===== src/rtl/reg_file_dump_reader.sv =====
// Register file with two combinational bypassed read ports and a handshaked
// dump engine that streams every entry (address + snapshot data) to a trace consumer.
module reg_file_dump_reader #(
  parameter int DATA_W = 32,
  parameter int ADDR_W = 5
) (
  input  logic              clk,
  input  logic              reset,
  input  logic              wr_en,
  input  logic [ADDR_W-1:0] wr_addr,
  input  logic [DATA_W-1:0] wr_data,
  input  logic [ADDR_W-1:0] rd_addr_a,
  output logic [DATA_W-1:0] rd_data_a,
  input  logic [ADDR_W-1:0] rd_addr_b,
  output logic [DATA_W-1:0] rd_data_b,
  input  logic              dump_start,
  output logic              dump_busy,
  output logic              dump_valid,
  input  logic              dump_ready,
  output logic [ADDR_W-1:0] dump_addr,
  output logic [DATA_W-1:0] dump_data,
  output logic              dump_last,
  output logic              dump_done
);
  localparam int NREG = 2**ADDR_W;
  localparam logic [ADDR_W-1:0] LAST_IDX = ADDR_W'(NREG - 1);

  typedef enum logic [1:0] {IDLE, SEND, DONE} state_t;

  state_t            state_q, state_d;
  logic [DATA_W-1:0] regs [NREG];
  logic [ADDR_W-1:0] addr_q, addr_d;
  logic [DATA_W-1:0] data_q, data_d;
  logic              valid_q, valid_d;

  // Shared by datapath reads and dump capture: r0 is zero, a same-cycle write wins.
  function automatic logic [DATA_W-1:0] capture(input logic [ADDR_W-1:0] idx);
    if (idx == '0) return '0;
    if (wr_en && (wr_addr == idx)) return wr_data;
    return regs[idx];
  endfunction

  always_comb rd_data_a = capture(rd_addr_a);
  always_comb rd_data_b = capture(rd_addr_b);

  always_ff @(posedge clk) begin
    if (reset) begin
      for (int i = 0; i < NREG; i++) regs[i] <= '0;
    end else if (wr_en && (wr_addr != '0)) begin
      regs[wr_addr] <= wr_data;
    end
  end

  always_comb begin
    state_d = state_q;
    addr_d  = addr_q;
    data_d  = data_q;
    valid_d = valid_q;
    case (state_q)
      IDLE: begin
        if (dump_start) begin
          state_d = SEND;
          addr_d  = '0;
          data_d  = capture('0);
          valid_d = 1'b1;
        end
      end
      SEND: begin
        if (valid_q && dump_ready) begin
          if (addr_q == LAST_IDX) begin
            valid_d = 1'b0;
            state_d = DONE;
          end else begin
            addr_d = addr_q + 1'b1;
            data_d = capture(addr_q + 1'b1);
          end
        end
      end
      DONE: begin
        state_d = IDLE;
        addr_d  = '0;
      end
      default: state_d = IDLE;
    endcase
  end

  // Dump engine register stage
  always_ff @(posedge clk) begin
    if (reset) begin
      state_q <= IDLE;
      addr_q  <= '0;
      data_q  <= '0;
      valid_q <= 1'b0;
    end else begin
      state_q <= state_d;
      addr_q  <= addr_d;
      data_q  <= data_d;
      valid_q <= valid_d;
    end
  end

  assign dump_valid = valid_q;
  assign dump_addr  = addr_q;
  assign dump_data  = data_q;
  assign dump_last  = (addr_q == LAST_IDX);
  assign dump_busy  = (state_q != IDLE);
  assign dump_done  = (state_q == DONE);

endmodule


===== config.mk =====
export PLATFORM = sky130hd
export DESIGN_NAME = reg_file_dump_reader
export DESIGN_NICKNAME = d
export VERILOG_FILES = /design/src/rtl/reg_file_dump_reader.sv
export SDC_FILE = /design/constraint.sdc
export NUM_CORES = 2
export LEC_CHECK = 0
export BUFFER_PORTS_ARGS = -buffer_cell sky130_fd_sc_hd__buf_2
export CORE_UTILIZATION = 55
export CTS_CLUSTER_DIAMETER = 120
export DETAILED_ROUTE_END_ITERATION = 16
export PLACE_DENSITY = 0.72
export SYNTH_ARGS = -nofsm -noshare
export SYNTH_HDL_FRONTEND = slang
export SYNTH_SLANG_ARGS = --single-unit

===== constraint.sdc =====
create_clock -name clk -period 3.25 [get_ports clk]
set_input_delay 0.1625 -clock clk [delete_from_list [all_inputs] [get_ports clk]]
set_output_delay 0.1625 -clock clk [all_outputs]
set_load 0.05 [all_outputs]

# After elaboration in Yosys (flattened, before gate mapping)
# Memories as Yosys holds them, arrays and structs flattened.
# Cells that the tools add are included.
# totals
regBits	40
latch_bits	0
mem_bits_rw	1024
romBits	0
in_bits	52
output_inout_bits	105
wordCells	85
mem_count	1
# memory_table
memory	depth	word_bits	read_ports	rd_ports_with_merged_regs	wr	line_no	text
regs	32	32	3	0	32	31	logic [DATA_W-1:0] regs [NREG];
# op_classes
n_addsub	1
n_mul	0
n_div	0
order_cmp	0
eq_ne	10
n_shift	0
n_mux	51
n_bitwise	0
reduce_logical	18
# ops
cell	count
two-way mux 32 bit	16
one-hot mux 32 bit (2 select lines)	1
OR reduction 32 bit	1
two-way mux 1 bit	24
two-way mux 5 bit	4
equality test 5 bit	3
logical NOT 5 bit	3
one-hot mux 5 bit (3 select lines)	1
AND reduction 4 bit	3
inequality test 2 bit, second input constant	4
two-way mux 2 bit	3
adder 5 x 1 -> 5 bit, second input constant	1
equality test 5 bit, second input constant	1
logical AND 1 bit	5
nonzero test 5 bit	1
one-hot mux 2 bit (2 select lines)	1
nonzero test 2 bit	2
AND reduction 3 bit	1
nonzero test 3 bit	1
equality test 2 x 1 -> 1 bit, second input constant	1
equality test 2 bit, second input constant	1
logical NOT 2 bit	1
one-hot mux 1 bit (2 select lines)	1

# Longest topological paths before layout
# logic_depth
ltp_word	15
depth_mapped	10
mapped_depth_nobuf	8

# Worst setup path before layout
# OpenSTA, ideal clock, no wires.
# synth_timing
kind	flip-flop to flip-flop
from	register addr_q[1], in the netlist dump_addr[1]
to	register data_q[0], in the netlist dump_data[0]
setup_time_ns	0.058
t_arrival_ns	2.997
required_ns	3.192
slack_ns	0.195
path_stages_with_launch	11
n_path_buf	2
period_less_slack_ns	3.055
cell_sequence	dfxtp_1 > ha_1 > and3_1 > ha_1 > nand4b_1 > a21o_1 > clkbuf_1 > clkbuf_1 > nand2_1 > a221oi_1 > o21a_1
# synth_between
word_cells_on_any_way	23
classes_between	1 x add/sub; 3 x eq/ne; 15 x mux; 3 x reduce/logical; 1 x memory
# synth_lines
element	line_no	text
start, declared	32	logic [ADDR_W-1:0] addr_q, addr_d;
start signal, assigned	96	addr_q <= addr_d;
equality test 5 bit	--	
named net dump_last	22	output logic dump_last,
inequality test 2 bit (no source line)	--	
AND reduction 4 bit (no source line)	--	
end signal, assigned	97	data_q <= data_d;
end, declared	33	logic [DATA_W-1:0] data_q, data_d;
# The timed path passes the listed nets, and every way through them passes these cells. The select of a mux whose other input is x is not followed.
# A chain may end at the register's enable or synchronous reset.

==> results.py <==
metrics = {
    "layout": {
        "layout_commonest_cell": "edfxtp_1",
        "layout_common_cells": "1024 x edfxtp_1, 1000 x and2_1, 783 x mux4_2",
        "nFillCells": 8689,
        "drive_gt1_frac": 0.3253,
        "nets": 4548,
        "multiInputGateArea_mm2": 0.03241,
        "area_growth_pct": 11.87,
        "ff_latch_area_mm2": 0.03155,
    },
    "worst_setup_path": {
        "slowest_stage": "mux2i_1",
        "crit_top_cell": "a21oi_1",
        "crit_required_ns": 3.09,
        "reg2reg_from": "dump_addr[1]$_SDFFE_PP0P_",
        "start_kind": "flop",
        "r2r_end": "dump_data[18]$_SDFFE_PP0P_",
        "cp.arrival_ns": 3.09,
        "path_max_fanout": 3,
        "reg2reg_depth": 8,
        "critPathKind": "reg2out",
        "cpLargestDelayFamily": "multiplexers",
        "r2r_slack_ns": 0.30,
        "path_buf_inv": 1,
        "slowest_delay_ns": 0.52,
        "cp_cell_sequence": "mux4_2 > mux2i_1 > o22ai_1 > a21oi_1 > a21oi_1 > buf_2",
        "end_kind": "output pin",
    },
    "drt": {
        "met2_length_um": 111200,
        "dr_total_vias": 48154,
        "drt-met1-wl_um": 83290,
        "drtAntennaViolNets": 0,
        "highest_layer": "met5",
        "drtIter0Drc": 9375,
        "met3WireLength_um": 43790,
        "post-route-drc-count": 0,
        "totalWireLength_um": 256700,
        "vias_per_cell": 7.743,
        "post_drt_wl_per_cell_um": 41.28,
        "first_pass_iters": 7,
    },
    "clock_tree": {
        "cts_tree": "yes",
        "cts_root_buffer": "clkbuf_16",
        "clkSlewWorstSetupHoldPaths_ns": 0.06,
        "clock_path_buffers": 3,
        "cts_max_level": 3,
        "clkSinkCount": 1064,
        "post_cts_resized": 0,
        "cts_buffers": 114,
        "clk_latency_ns": 0.73,
    },
    "logic_synthesis": {
        "synth_top_area_share": 0.4659,
        "synth-edff-count": 1024,
        "ys_seq_elements": 1064,
        "async_reset_ff_frac": 0,
        "ys_seq_area_frac": 0.4781,
        "yosysTopAreaCell": "edfxtp_1",
        "synthTopCellsByArea": "edfxtp_1 47%, mux4_2 27%, and2_1 9.5%",
        "yosysUniqueCellTypes": 64,
        "netlist_area_mm2": 0.06599,
        "post_synth.cell_area_avg_um2": 14.91,
        "synth_top_flop_cell": "edfxtp_1",
        "synthesis.instances": 4426,
        "yosys_warnings": 0,
    },
    "grt": {
        "grt_max_degree": 85,
        "grt_usage": 0.4238,
        "first_global_vias": 46700,
        "grt_pass1_wl_um": 356000,
        "grt_overflow": 0,
        "antenna_found_initial": 22,
    },
    "placed_design": {
        "portBuffers": 156,
        "hpwl_um": 149400,
        "gp_congestion": 0.9316,
    },
    "timing": {
        "relSlewSlack": 0.2752,
        "min_period_ns": 3.249,
        "setup_tns_ns": 0,
        "final_max_slew_viol_count": 0,
        "setup_viol": 0,
        "hold_viol": 0,
        "rsz0062_at_grt": "false",
        "period_share": 0.9997,
        "whs_ns": 0.05941,
        "fmax_ghz": 0.3078,
        "finClkSkew_ns": 0.01827,
        "worst_pin_slew_ns": 1.087,
    },
    "die": {
        "coreArea_mm2": 0.1186,
        "start_util": 0.5567,
        "die_y_um": 348.4,
        "die_width_um": 348.4,
        "dieArea_mm2": 0.1214,
        "num_rows": 126,
        "io_pins": 157,
    },
    "power": {
        "power_density_mw_per_mm2": 482.8,
        "max-vdd-ir-drop_v": 0.0004545,
        "power_leakage_nw": 25.16,
    },
    "run": {
        "cap_violations": 0,
    },
    "worst_hold_path": {
        "hold_depth": 2,
        "hold_path.class": "in2reg",
        "min-delay-start": "wr_data[1]",
        "hold_end": "regs[28][1]$_SDFFCE_PN0P_",
    },
    "outcome": {
        "status": "completed",
    },
}
## cell usage after synthesis (40+ instances only)
master	instances
o22ai_1	48
a221oi_1	54
buf_2	116
dfxtp_1	40
mux2i_1	331
nand3_1	41
mux4_2	783
a21oi_1	75
o21ai_0	73
clkbuf_1	288
nor2_1	89
and2_1	1000
buf_4	50
edfxtp_1	1024
nand2_1	70
## worst register-to-register path, cell delays in order (launching register included)
cell and delay (ns):
dfxtp_1 0.44, ha_1 0.21, and3_1 0.16, ha_2 0.30, buf_12 0.22, o41ai_4 0.38, buf_4 0.73, a221oi_1 0.25
o21a_1 0.17
## routing by layer
layer  vias up  global-route usage
met2      5178              0.6142
met4        14              0.2551
met5         -            0.001200
met1     24014              0.5406
met3      1244              0.1641
li1      17704                   -
## per-stage QoR
step	cell area [um2]	setup WS, ns	std cells	power, mW	util
6_report	73830	0.0009297	6219	35.64	0.6227
5_1_grt	73770	0.02731	6196	36.23	0.6223
4_1_cts	73760	0.09134	6192	35.41	0.6222
3_5_place_dp	70030	0.3699	5974	22.45	0.5907
3_3_place_gp	70030	0.3880	5974	22.33	0.5907
2_1_floorplan	66110	0.1953	4457	20.18	-
## state kept, by name, indices dropped and copies added, names as in the netlist
signal,flops
dump_addr,5
dump_data,32
dump_valid,1
regs,1024
state_q,2
## area by class of cell
type | instances | share of cell area
well taps | 1600 | 0.02712
diodes | 27 | 0.0009152
clock inverters | 69 | 0.008355
inverters | 5 | 0.0002542
repair buffers | 420 | 0.05513
clock buffers | 146 | 0.04181
multi-input cells | 2888 | 0.4390
flip-flops and latches | 1064 | 0.4274
## power by group
| part | internal [mW] | total (mW) | switching [mW] |
|---|---|---|---|
| clock | 7.54 | 13.2 | 5.69 |
| combinational | 2.55 | 6.05 | 3.49 |
| sequential | 15.8 | 16.4 | 0.593 |
## cell families (layout without fill, tap and decap cells)
group,after synthesis,count (layout),synth area share
multiplexers,1152,1152,0.3239
other,1,59,0.00005682
flip-flops,1064,1064,0.4781
AND/OR/NAND/NOR,1288,1288,0.1159
AO/OA/AOI/OAI,395,395,0.04129
adder cells (fa/ha/maj),3,3,0.0005688
buffers and inverters,505,640,0.03763
XOR/XNOR,18,18,0.002616
## repair_timing
| item | in CTS | in global routing |
|---|---|---|
| endpoints found under the hold margin | 14 | 0 |
| setup buffers | 0 | 0 |
| hold buffers | 3 | 0 |
## how the worst max path moves through the flow
stage | from | end | slack, ns | cells after the start
finish | regs[28][4]$_SDFFCE_PN0P_ | rd_data_a[4] | 0.0009 | 6
global route | regs[28][4]$_SDFFCE_PN0P_ | rd_data_a[4] | 0.03 | 6
CTS | regs[19][16]$_SDFFCE_PN0P_ | rd_data_a[16] | 0.09 | 7
detailed placement | dump_addr[0]$_SDFFE_PP0P_ | dump_data[3]$_SDFFE_PP0P_ | 0.37 | 7
global placement | dump_addr[0]$_SDFFE_PP0P_ | dump_data[3]$_SDFFE_PP0P_ | 0.39 | 7
floorplan | dump_addr[1]$_SDFFE_PP0P_ | dump_data[0]$_SDFFE_PP0P_ | 0.20 | 10
Note: power is estimated with default switching activity, not from simulation.
